File: src/rtl/pwm_duty_sequencer.sv
// Plays a programmed table of pulse_width values into the PWM generator, one step per
// hold_frames frames, switching only at frame_tick so no pulse is ever truncated.
module pwm_duty_sequencer #(
    parameter int                DEPTH   = 8,
    parameter int                PW_W    = 4,
    parameter int                HOLD_W  = 8,
    parameter logic [PW_W-1:0]   PW_IDLE = '0
) (
    input  logic               clk_50MHz,
    input  logic               rst_n,
    input  logic               frame_tick,
    input  logic               start,
    input  logic               stop,
    input  logic               loop_en,
    input  logic [3:0]         seq_len,
    input  logic [HOLD_W-1:0]  hold_frames,
    input  logic               wr_en,
    input  logic [2:0]         wr_addr,
    input  logic [PW_W-1:0]    wr_data,
    output logic [PW_W-1:0]    pulse_width,
    output logic [2:0]         step_idx,
    output logic               busy,
    output logic               done,
    output logic               err
);

    localparam int          IDX_W   = 3;
    localparam int          LEN_W   = 4;
    localparam logic [3:0]  LEN_MAX = 4'(DEPTH);

    typedef enum logic [1:0] {
        S_IDLE     = 2'd0,
        S_ARM      = 2'd1,
        S_RUN      = 2'd2,
        S_STOPPING = 2'd3
    } state_t;

    state_t             state_q, state_d;
    logic [PW_W-1:0]    pw_q, pw_d;
    logic [IDX_W-1:0]   idx_q, idx_d;
    logic [HOLD_W-1:0]  hold_cnt_q, hold_cnt_d;
    logic [HOLD_W-1:0]  hold_q, hold_d;
    logic [LEN_W-1:0]   len_q, len_d;
    logic               loop_q, loop_d;
    logic               done_q, done_d;
    logic               err_q, err_d;
    logic [PW_W-1:0]    tbl_q [DEPTH];
    logic               tbl_we;

    logic               len_ok;
    logic               last_step;
    logic [IDX_W-1:0]   idx_next;

    assign len_ok    = (seq_len != '0) && (seq_len <= LEN_MAX);
    assign last_step = (LEN_W'(idx_q) == len_q - LEN_W'(1));
    assign idx_next  = idx_q + IDX_W'(1);

    always_comb begin
        state_d    = state_q;
        pw_d       = pw_q;
        idx_d      = idx_q;
        hold_cnt_d = hold_cnt_q;
        hold_d     = hold_q;
        len_d      = len_q;
        loop_d     = loop_q;
        done_d     = 1'b0;
        err_d      = 1'b0;
        tbl_we     = 1'b0;

        if (wr_en) begin
            if (state_q == S_IDLE) tbl_we = 1'b1;
            else                   err_d  = 1'b1;
        end

        unique case (state_q)
            S_IDLE: begin
                // stop outranks start even though stop itself does nothing here
                if (start && !stop) begin
                    if (len_ok) begin
                        len_d   = seq_len;
                        loop_d  = loop_en;
                        hold_d  = (hold_frames == '0) ? HOLD_W'(1) : hold_frames;
                        state_d = S_ARM;
                    end else begin
                        err_d = 1'b1;
                    end
                end
            end
            S_ARM: begin
                if (stop) begin
                    state_d = S_STOPPING;
                end else if (frame_tick) begin
                    pw_d       = tbl_q[0];
                    idx_d      = '0;
                    hold_cnt_d = hold_q - HOLD_W'(1);
                    state_d    = S_RUN;
                end
            end
            S_RUN: begin
                if (stop) begin
                    state_d = S_STOPPING;
                end else if (frame_tick) begin
                    if (hold_cnt_q != '0) begin
                        hold_cnt_d = hold_cnt_q - HOLD_W'(1);
                    end else if (!last_step) begin
                        idx_d      = idx_next;
                        pw_d       = tbl_q[idx_next];
                        hold_cnt_d = hold_q - HOLD_W'(1);
                    end else if (loop_q) begin
                        idx_d      = '0;
                        pw_d       = tbl_q[0];
                        hold_cnt_d = hold_q - HOLD_W'(1);
                    end else begin
                        idx_d   = '0;
                        pw_d    = PW_IDLE;
                        done_d  = 1'b1;
                        state_d = S_IDLE;
                    end
                end
            end
            S_STOPPING: begin
                if (frame_tick) begin
                    pw_d    = PW_IDLE;
                    idx_d   = '0;
                    state_d = S_IDLE;
                end
            end
            default: state_d = S_IDLE;
        endcase
    end

    always_ff @(posedge clk_50MHz or negedge rst_n) begin
        if (!rst_n) begin
            state_q    <= S_IDLE;
            pw_q       <= PW_IDLE;
            idx_q      <= '0;
            hold_cnt_q <= '0;
            hold_q     <= HOLD_W'(1);
            len_q      <= LEN_W'(1);
            loop_q     <= 1'b0;
            done_q     <= 1'b0;
            err_q      <= 1'b0;
            for (int i = 0; i < DEPTH; i++) tbl_q[i] <= '0;
        end else begin
            state_q    <= state_d;
            pw_q       <= pw_d;
            idx_q      <= idx_d;
            hold_cnt_q <= hold_cnt_d;
            hold_q     <= hold_d;
            len_q      <= len_d;
            loop_q     <= loop_d;
            done_q     <= done_d;
            err_q      <= err_d;
            if (tbl_we) tbl_q[wr_addr] <= wr_data;
        end
    end

    assign pulse_width = pw_q;
    assign step_idx    = idx_q;
    assign busy        = (state_q != S_IDLE);
    assign done        = done_q;
    assign err         = err_q;

endmodule
File: config.mk
export PLATFORM = sky130hd
export DESIGN_NAME = pwm_duty_sequencer
export DESIGN_NICKNAME = d
export VERILOG_FILES = /design/src/rtl/pwm_duty_sequencer.sv
export SDC_FILE = /design/constraint.sdc
export NUM_CORES = 1
export LEC_CHECK = 0
export ABC_AREA = 1
export CAP_MARGIN = 20
export CORE_MARGIN = 2
export CORE_UTILIZATION = 50
export CTS_CLUSTER_SIZE = 40
export DETAILED_ROUTE_END_ITERATION = 12
export GPL_TIMING_DRIVEN = 0
export PLACE_DENSITY_LB_ADDON = 0.25
export SYNTH_ARGS = -nofsm -noshare
export SYNTH_HDL_FRONTEND = slang
export SYNTH_SLANG_ARGS = --single-unit
export TNS_END_PERCENT = 10
File: constraint.sdc
create_clock -name clk_50MHz -period 1.9 [get_ports clk_50MHz]
set_clock_uncertainty 0.05 [all_clocks]
set_input_delay 0.19 -clock clk_50MHz [delete_from_list [all_inputs] [get_ports clk_50MHz]]
set_output_delay 0.19 -clock clk_50MHz [all_outputs]
set_load 0.1 [all_outputs]
==> impl_metrics.yaml, run 1 <==
status:
  status: "completed"
global_route:
  grt_pass1_vias: 3289
  antenna_found_initial: 0
  track_usage_pct: 22.4
  grt_max_degree: 65
  gr-total-overflow: 0
  grt_pass1_wl_um: 14600
timing:
  max_freq_mhz: 542
  setup_tns_ns: 0
  final_max_slew_viol_count: 0
  finalCriticalPeriod_ns: 1.84
  fin_crit_sh_pct: 97.0
  slew-limit-headroom_pct: 36.4
  tightest_slew_ns: 0.958
  hold_viol: 0
  finalSetupViolCount: 0
  rsz0062_at_grt: "true"
detailed_routing:
  drc_errors: 0
  routedWlPerCell_um: 13.2
  vias: 3451
  finalWirelength_um: 8770
  first_iter_violations: 144
  antenna_left: 0
  first_pass_iters: 5
  viasPerCell: 5.21
floorplan:
  ios: 36
  core_area_sq_um: 7180
  row_count: 31
  dieArea_sq_um: 8050
  start_util_pct: 51.2
  die_w_um: 89.7
  die_h_um: 89.7
setup_path:
  rr_worst_depth: 11
  r2r_start: "len_q[0]$_DFFE_PN1P_"
  critPathMaxFanout: 4
  crit_cells: 1
  max_stage_delay_ns: 0.86
  path_class: "register to primary output"
  crit_path_start: "step_idx[1]$_DFFE_PN0P_"
  endpoint: "step_idx[1]"
  rr_endpoint: "state_q[1]$_DFFE_PN0P_"
  arrival_ns: 1.60
  regToRegSetupSlack_ns: 0.06
  cp-start-kind: "register"
  path_buf_inv: 1
  crit_slowest_cell: "dlygate4sd2_1"
  required_ns: 1.66
  cpLargestDelayFamily: "buffers and inverters"
  path_cells: "dlygate4sd2_1"
  end_kind: "primary output"
synth:
  synth_nets: 539
  syn_inst: 504
  synth_cell_types: 30
  avgSynthCellArea_sq_um: 7.29
  synth_area_leader_cell: "dfrtp_1"
  synth_top_cells_by_area: "dfrtp_1 (42%), nand2_1 (19%), nand3_1 (6.8%)"
  synthTopCellsByCount: "nand2_1 (184), dfrtp_1 (62), inv_1 (53)"
  synth_edf_count: 0
  synth_area_sq_um: 3670
  synthArstFlopShare_pct: 100
  ys_seq_area_share_pct: 43.7
  yosysMostFrequentCell: "nand2_1"
  ys_ff_latch: 64
  synth_top_area_share_pct: 42.2
  yosysWarnings: 0
  synth_ff_type: "dfrtp_1"
clocking:
  cts_buffer_depth: 2
  cts_tree: "built"
  clkLatencyLatePin_ns: 0.35
  h-tree-depth: 3
  clk_pin_slew_ns: 0.07
  cts-root-buf: "clkbuf_8"
  cts_buffers: 9
  cts_sinks: 64
final_layout:
  fin_util_pct: 63.1
  area_growth_pct: 23.2
  diodes: 0
  drive_gt1_share_pct: 16.0
  nNetsFinal: 594
job:
  drv_cap: 0
power:
  power.density_nw_per_um2: 1880
  ir_drop_mv: 0.802
  p_leak_nw: 2.26
placement:
  port_buffers: 35
  dpl.hpwl_um: 6130
  gp_congestion: 0.893
hold_path:
  holdCritPathClass: "input port to register"
==> per-stage QoR <==
stage | hold WS (ns) | power, mW | cells | worst slack, ns | instance area [sq um]
floorplan | -0.156 | 5.82 | 504 | -0.0109 | 3680
global placement | 0.416 | 6.74 | 638 | -1.78 | 4150
detailed placement | 0.284 | 6.88 | 638 | -0.328 | 4150
CTS | 0.348 | 8.05 | 655 | -0.0371 | 4350
global route | 0.351 | 9.24 | 663 | -0.0396 | 4530
finish | 0.349 | 8.51 | 663 | 0.0564 | 4530
==> placed cells by master, fill, tap and decap left out, drive strengths merged <==
master / count
dlygate4sd3: 1
clkdlybuf4s50: 24
inv: 58
xor2: 2
dfstp: 2
nand2: 188
nand4: 3
ha: 9
dfrtp: 62
nor4: 1
a21oi: 9
buf: 17
dlygate4sd2: 8
clkinvlp: 2
clkinv: 3
o21ai: 61
a21boi: 1
a31oi: 1
or3: 1
nor2: 37
nor3: 2
clkbuf: 12
xnor2: 4
bufinv: 1
nand3b: 3
nand3: 52
==> per-layer routing <==
metal / wire, um / part of all wire [%] / vias up / track usage (%)
met5: 0 / 0 / - / 0
met4: 267 / 3.0 / 0 / 10.6
met3: 290 / 3.3 / 26 / 4.69
met2: 4420 / 50 / 73 / 39.7
met1: 3780 / 43 / 1628 / 26.0
li1: - / - / 1724 / -
==> cell type report <==
class	instances	area (sq um)
multi-input combinational	374	1900
clock buffer	11	141
sequential	64	1610
clock inverter	5	56.3
buffer	8	77.6
tap	99	124
timing repair buffer	43	393
inverter	59	230
fill	648	2650
==> logic make-up after synthesis <==
family	count (synthesis)	share of synthesized area, %
simple gates	286	33.0
compound gates	72	10.9
buf+inv	67	7.94
xor+xnor	6	1.43
fa+ha+maj	9	3.07
flops	64	43.7
==> sequential cells by signal, summed over array words and instances, names as in the netlist <==
name and count:
pulse_width 4, err 1, len_q 4, step_idx 3, loop_q 1, hold_q 8
done 1, state_q 2, tbl_q 32, hold_cnt_q 8
==> repair_timing <==
item	in CTS	in global routing
cloned	0	1
hold endpoints to repair	62	0
setup buffers	0	7
gates resized for setup	19	36
setup endpoints to repair	27	44
pin swaps	4	10
hold buffers	1	0
==> tightest hold or removal path, delay by kind of cell <==
family	cells	cell delay, ns
compound gates	1	0.07
buf+inv	2	0.49
==> power by group <==
part	switching (mW)	internal [mW]	leakage, nW	total [mW]
Clock	0.543	0.639	0.0993	1.18
Sequential	0.516	2.05	0.799	2.57
Combinational	3.09	1.67	1.36	4.76
Total	4.15	4.36	2.26	8.51
==> worst min-delay path by stage <==
stage | start | endpoint | slack (ns) | depth (start not counted)
after floorplan | rst_n | done$_DFF_PN0_ | -0.16 | 0
after global placement | tbl_q[18]$_DFFE_PN0P_ | tbl_q[18]$_DFFE_PN0P_ | 0.42 | 2
after detailed placement | rst_n | hold_q[4]$_DFFE_PN0P_ | 0.28 | 1
after CTS | seq_len[0] | len_q[0]$_DFFE_PN1P_ | 0.35 | 3
after global routing | seq_len[0] | len_q[0]$_DFFE_PN1P_ | 0.35 | 3
final | seq_len[0] | len_q[0]$_DFFE_PN1P_ | 0.35 | 3
No activity file was read; power rests on OpenSTA's default activity.
==> inputs of run 2 (changes only) <==
--- a/config.mk
+++ b/config.mk
@@ -5,7 +5,6 @@
 export SDC_FILE = /design/constraint.sdc
 export NUM_CORES = 1
 export LEC_CHECK = 0
-export ABC_AREA = 1
 export CAP_MARGIN = 20
 export CORE_MARGIN = 2
 export CORE_UTILIZATION = 50
@@ -13,6 +12,7 @@
 export DETAILED_ROUTE_END_ITERATION = 12
 export GPL_TIMING_DRIVEN = 0
 export PLACE_DENSITY_LB_ADDON = 0.25
+export SKIP_CTS_REPAIR_TIMING = 1
 export SYNTH_ARGS = -nofsm -noshare
 export SYNTH_HDL_FRONTEND = slang
 export SYNTH_SLANG_ARGS = --single-unit
==> run 2 against run 1 <==
Effect of this change: register-to-register slack got worse by 0.34 ns; largest power group unchanged; highest routed layer unchanged; the run now ends with setup timing left; combinational power down 20%; non-clock buffer count down 4.
==> impl_metrics.yaml, run 2 <==
setup_path:
  end_kind: "register"
  cp-start-kind: "register"
  arrival_ns: 2.35
  crit_slowest_cell: "dfstp_2"
  max_stage_delay_ns: 0.56
  critPathMaxFanout: 7
  required_ns: 2.07
  path_cells: "inv_2, ha_4, xnor2_4, o211ai_1, nor2_1, a21o_2, buf_6, o22a_1"
  path_class: "register to register"
timing:
  slew-limit-headroom_pct: 34.2
  finalCriticalPeriod_ns: 2.18
  finalSetupViolCount: 34
  rsz0062_at_grt: "true"
  fin_crit_sh_pct: 115
  setup_slack_ns: -0.284
  hold_viol: 0
  tightest_slew_ns: 0.985
  max_freq_mhz: 458
  final_max_slew_viol_count: 0
global_route:
  grt_pass1_wl_um: 12000
  gr-total-overflow: 0
  grt_pass1_vias: 2517
  antenna_found_initial: 0
  track_usage_pct: 20.3
  grt_max_degree: 65
clocking:
  clk_pin_slew_ns: 0.07
  h-tree-depth: 3
  cts-root-buf: "clkbuf_8"
  cts_buffer_depth: 2
  cts_buffers: 9
  cts_tree: "built"
  cts_sinks: 64
  clkLatencyLatePin_ns: 0.33
final_layout:
  layout_commonest_cell: "dfrtp_1"
  largest_registers: "tbl_q x32, hold_cnt_q x8, hold_q x8"
  fin_util_pct: 65.2
  diodes: 0
  nNetsFinal: 391
  mostFrequentLayoutCells: "dfrtp_1 (58), mux2_2 (36), clkdlybuf4s50_1 (24), nand2_1 (20), nor2_1 (20)"
  area_growth_pct: 27.6
  top_register: "tbl_q"
  largest_reg_flops: 32
  drive_gt1_share_pct: 32.8
  layoutNonFillerInstCount: 440
detailed_routing:
  routedWlPerCell_um: 17.3
  first_iter_violations: 163
  vias: 2533
  antenna_left: 0
  drc_errors: 0
  wl_met3_um: 288
  top_layer: "met4"
  viasPerCell: 5.76
  met2_length_um: 3830
  first_pass_iters: 4
  finalWirelength_um: 7620
  wl_met1_um: 3380
floorplan:
  ios: 36
  start_util_pct: 51.1
  row_count: 30
  dieArea_sq_um: 7540
  core_area_sq_um: 6720
  die_h_um: 86.9
  die_w_um: 86.9
job:
  drv_cap: 0
synth:
  syn_inst: 307
  ys_ff_latch: 64
  synth_area_sq_um: 3430
  synthTopCellsByCount: "dfrtp_1 (62), mux2_2 (39), nor2_1 (26)"
  synth_top_cells_by_area: "dfrtp_1 (45%), mux2_2 (13%), mux4_2 (5.2%)"
  synth_area_leader_cell: "dfrtp_1"
  ys_seq_area_share_pct: 46.7
  synth_cell_types: 52
  synthArstFlopShare_pct: 100
  yosysWarnings: 0
  synth_nets: 342
  synth_edf_count: 0
  synth_top_area_share_pct: 45.2
  yosysMostFrequentCell: "dfrtp_1"
  avgSynthCellArea_sq_um: 11.2
  synth_ff_type: "dfrtp_1"
hold_path:
  holdCritPathClass: "input port to register"
power:
  power.density_nw_per_um2: 1690
  p_leak_nw: 1.89
  ir_drop_mv: 0.875
placement:
  port_buffers: 35
  pre_cts_ws_ns: -0.555
  place_inst: 422
  gp_congestion: 0.872
  dpl.hpwl_um: 5230
status:
  violations: "setup timing"
  status: "finished, violations left"
## run 2: cell count changes in the layout (fill, tap and decap cells not counted), sizes merged, moves of 8 or more
cell,change
dlymetal6s2s,+9
mux2,+39
nand3,-45
nor2,-11
nand2,-166
inv,-43
nor3,+9
dlygate4sd2,-8
o21ai,-36
mux4,+8
## run 2: cell type report
cell class                 instances  area (sq um)
fill                             498          2340
sequential                        64          1610
clock buffer                      12           155
multi-input combinational        218          1950
inverter                          16          66.3
tap                               80           100
buffer                             7          62.6
clock inverter                     3          17.5
timing repair buffer              40           413
## run 2: critical path, delay by kind of cell (launching register included)
kind	cells	cell delay, ns
simple gates	1	0.12
buf+inv	2	0.21
compound gates	3	0.78
flops	1	0.56
xor+xnor	1	0.14
fa+ha+maj	1	0.20
## run 2: metrics by stage
stage	setup TNS (ns)	area [sq um]	hold slack, ns	power [mW]
2_1_floorplan	-10.71	3500	-0.156	5.03
3_3_place_gp	-110.11	3950	0.415	5.68
3_5_place_dp	-13.77	3950	0.288	5.80
4_1_cts	-14.52	4120	-0.0692	6.86
5_1_grt	-8.69	4380	0.428	7.88
6_report	-5.46	4380	0.398	7.39
## run 2: per-layer routing
metal  vias up  global-route usage, %
met5         -                      0
met4         0                   5.82
met3        14                   4.36
met2        54                   32.5
met1      1253                   27.8
li1       1212                      -
## run 2: cell families (layout without fill, tap and decap cells)
| family | after synthesis | in the layout | share of synthesized area (%) |
|---|---|---|---|
| mux | 52 | 52 | 19.5 |
| xor+xnor | 12 | 12 | 3.06 |
| simple gates | 86 | 86 | 12.2 |
| fa+ha+maj | 9 | 9 | 3.28 |
| buf+inv | 25 | 78 | 3.14 |
| flops | 64 | 64 | 46.7 |
| compound gates | 59 | 59 | 12.0 |
## run 2: where the power goes
group	total (mW)	internal, mW	switching [mW]
combinational	3.81	1.76	2.06
clock	1.04	0.534	0.504
sequential	2.54	2.01	0.522
## run 2: path summary, 6_finish.rpt
path,cells after the start,from,slack (ns),end
worst max-delay path,8,len_q[0]$_DFFE_PN1P_,-0.28,hold_cnt_q[5]$_DFFE_PN0P_
worst min-delay path,3,hold_frames[1],0.40,hold_q[1]$_DFFE_PN0P_
worst max register to register,8,len_q[0]$_DFFE_PN1P_,-0.28,hold_cnt_q[5]$_DFFE_PN0P_
worst min register to register,2,pulse_width[3]$_DFFE_PN0P_,0.44,pulse_width[3]$_DFFE_PN0P_
max in group asynchronous,2,rst_n,0.72,step_idx[0]$_DFFE_PN0P_
min in group asynchronous,2,rst_n,0.42,hold_q[6]$_DFFE_PN0P_
==> inputs of run 3 (changes only) <==
--- a/config.mk
+++ b/config.mk
@@ -6,6 +6,7 @@
 export NUM_CORES = 1
 export LEC_CHECK = 0
 export CAP_MARGIN = 20
+export CORE_ASPECT_RATIO = 1.4
 export CORE_MARGIN = 2
 export CORE_UTILIZATION = 50
 export CTS_CLUSTER_SIZE = 40
==> constraint.sdc (replaced) <==
create_clock -name clk_50MHz -period 2.32 [get_ports clk_50MHz]
set_clock_uncertainty 0.05 [all_clocks]
set_input_delay 0.232 -clock clk_50MHz [delete_from_list [all_inputs] [get_ports clk_50MHz]]
set_output_delay 0.232 -clock clk_50MHz [all_outputs]
set_load 0.1 [all_outputs]
==> run 3 against run 2 <==
Effect of this change: critical path depth down 7; the run now ends clean; hold slack gained 0.042 ns; largest power group unchanged; cell count grew 2.7%.
==> impl_metrics.yaml, run 3 (synthesis results as in run 2) <==
final_layout:
  final_cell_area_sq_um: 4230
  largest_registers: "tbl_q x32, hold_cnt_q x8, hold_q x8"
  mostFrequentLayoutCells: "dfrtp_1 (59), mux2_2 (39), clkdlybuf4s50_1 (33), nor2_1 (23), nand2_1 (22)"
  layout_commonest_cell: "dfrtp_1"
  multiInputGateArea_sq_um: 1800
  largest_reg_flops: 32
  drive_gt1_share_pct: 26.7
  fin_util_pct: 63.9
  nNetsFinal: 390
  n_fill_cell: 522
  top_register: "tbl_q"
  area_growth_pct: 23.1
  diodes: 0
  seq_area_sq_um: 1610
global_route:
  gr-total-overflow: 0
  top_usage_layer: "met2"
  antenna_found_initial: 0
  track_usage_pct: 21.1
  met1_usage_pct: 24.9
  grtUsageMet2_pct: 36.1
  grt_max_degree: 65
  grt_pass1_wl_um: 11800
  grt_pass1_vias: 2552
  met3_usage_pct: 4.73
floorplan:
  die_h_um: 102
  core_area_sq_um: 6610
  dieArea_sq_um: 7550
  ios: 36
  start_util_pct: 51.9
  row_count: 35
  die_w_um: 74.0
placement:
  dpl.hpwl_um: 5240
  gp_congestion: 0.844
  dpl_cell_area_sq_um: 3920
  port_buffers: 35
setup_path:
  arrival_ns: 1.98
  crit_slowest_cell: "clkdlybuf4s50_1"
  required_ns: 2.04
  cp-start-kind: "register"
  path_cells: "clkdlybuf4s50_1"
  cpLargestDelayFamily: "buffers and inverters"
  path_class: "register to primary output"
  path_buf_inv: 1
  end_kind: "primary output"
  critPathMaxFanout: 6
  max_stage_delay_ns: 1.16
clocking:
  cts_buffers: 9
  cts_tree: "built"
  cts_sinks: 64
  cts_buffer_depth: 2
  clkLatencyLatePin_ns: 0.34
  h-tree-depth: 3
  cts-root-buf: "clkbuf_8"
  clk_pin_slew_ns: 0.07
timing:
  hold_viol: 0
  fin_crit_sh_pct: 97.7
  finalSetupViolCount: 0
  final_max_slew_viol_count: 0
  rsz0062_at_grt: "true"
  setup_tns_ns: 0
  finalCriticalPeriod_ns: 2.27
  slew-limit-headroom_pct: 35.3
  tightest_slew_ns: 0.967
  max_freq_mhz: 441
  whs_ns: 0.440
status:
  status: "completed"
detailed_routing:
  drc_errors: 0
  first_pass_iters: 4
  antenna_left: 0
  vias: 2468
  first_iter_violations: 89
  finalWirelength_um: 7230
  viasPerCell: 5.46
  routedWlPerCell_um: 16.0
power:
  ir_drop_mv: 0.734
  power.density_nw_per_um2: 1390
  p_leak_nw: 1.74
job:
  drv_cap: 0
hold_path:
  holdCritPathClass: "input port to register"
## run 3: cell types whose count changed in the layout (fill, tap and decap cells not counted), sizes merged
cell           delta
buf               -4
bufinv            +2
clkbuf            +1
clkdlybuf4s50     +9
clkinv            +1
dlymetal6s2s      -9
## run 3: path summary, 6_finish.rpt
check                                   startpoint                       to  slack [ns]  depth (start not counted)
max                        step_idx[2]$_DFFE_PN0P_              step_idx[2]        0.05                          1
min                                     seq_len[0]     len_q[0]$_DFFE_PN1P_        0.44                          3
max reg2reg                   len_q[0]$_DFFE_PN1P_   state_q[1]$_DFFE_PN0P_        0.07                          8
min reg2reg                   tbl_q[3]$_DFFE_PN0P_     tbl_q[3]$_DFFE_PN0P_        0.45                          1
max in group asynchronous                    rst_n  step_idx[2]$_DFFE_PN0P_        1.16                          2
min in group asynchronous                    rst_n   state_q[1]$_DFFE_PN0P_        0.45                          2
## run 3: worst register-to-register path, stage by stage, from the launching register on
cell and delay [ns]:
dfstp_2 0.56, inv_1 0.06, ha_2 0.22, xnor2_2 0.17, nand4_1 0.16, a2111oi_4 0.44, and2_1 0.17, o211ai_1 0.08
a22o_1 0.24
## run 3: layout make-up
class | instances | share of cell area, %
tap | 92 | 2.72
clock buffer | 10 | 3.26
timing repair buffer | 37 | 8.53
inverter | 16 | 1.51
sequential | 64 | 38.2
clock inverter | 6 | 1.95
buffer | 9 | 1.39
multi-input combinational | 218 | 42.5
## run 3: power by group
part | switching, mW | total (mW) | internal, mW | leakage [nW]
combinational | 1.52 | 2.78 | 1.26 | 0.842
clock | 0.428 | 1.06 | 0.628 | 0.112
sequential | 0.408 | 2.06 | 1.65 | 0.786
## run 3: metrics by stage
stage / cells / setup slack (ns) / power (mW)
floorplan: 307 / -0.157 / 4.10
global placement: 434 / -1.57 / 4.66
detailed placement: 434 / -0.142 / 4.74
CTS: 450 / -0.394 / 5.83
global route: 452 / -0.0773 / 6.34
finish: 452 / 0.0536 / 5.89
## run 3: layer usage
metal  up-vias  wire (um)
met2        47       3740
met5         -          0
met4         0        185
met1      1204       3070
met3        12        238
li1       1205          -
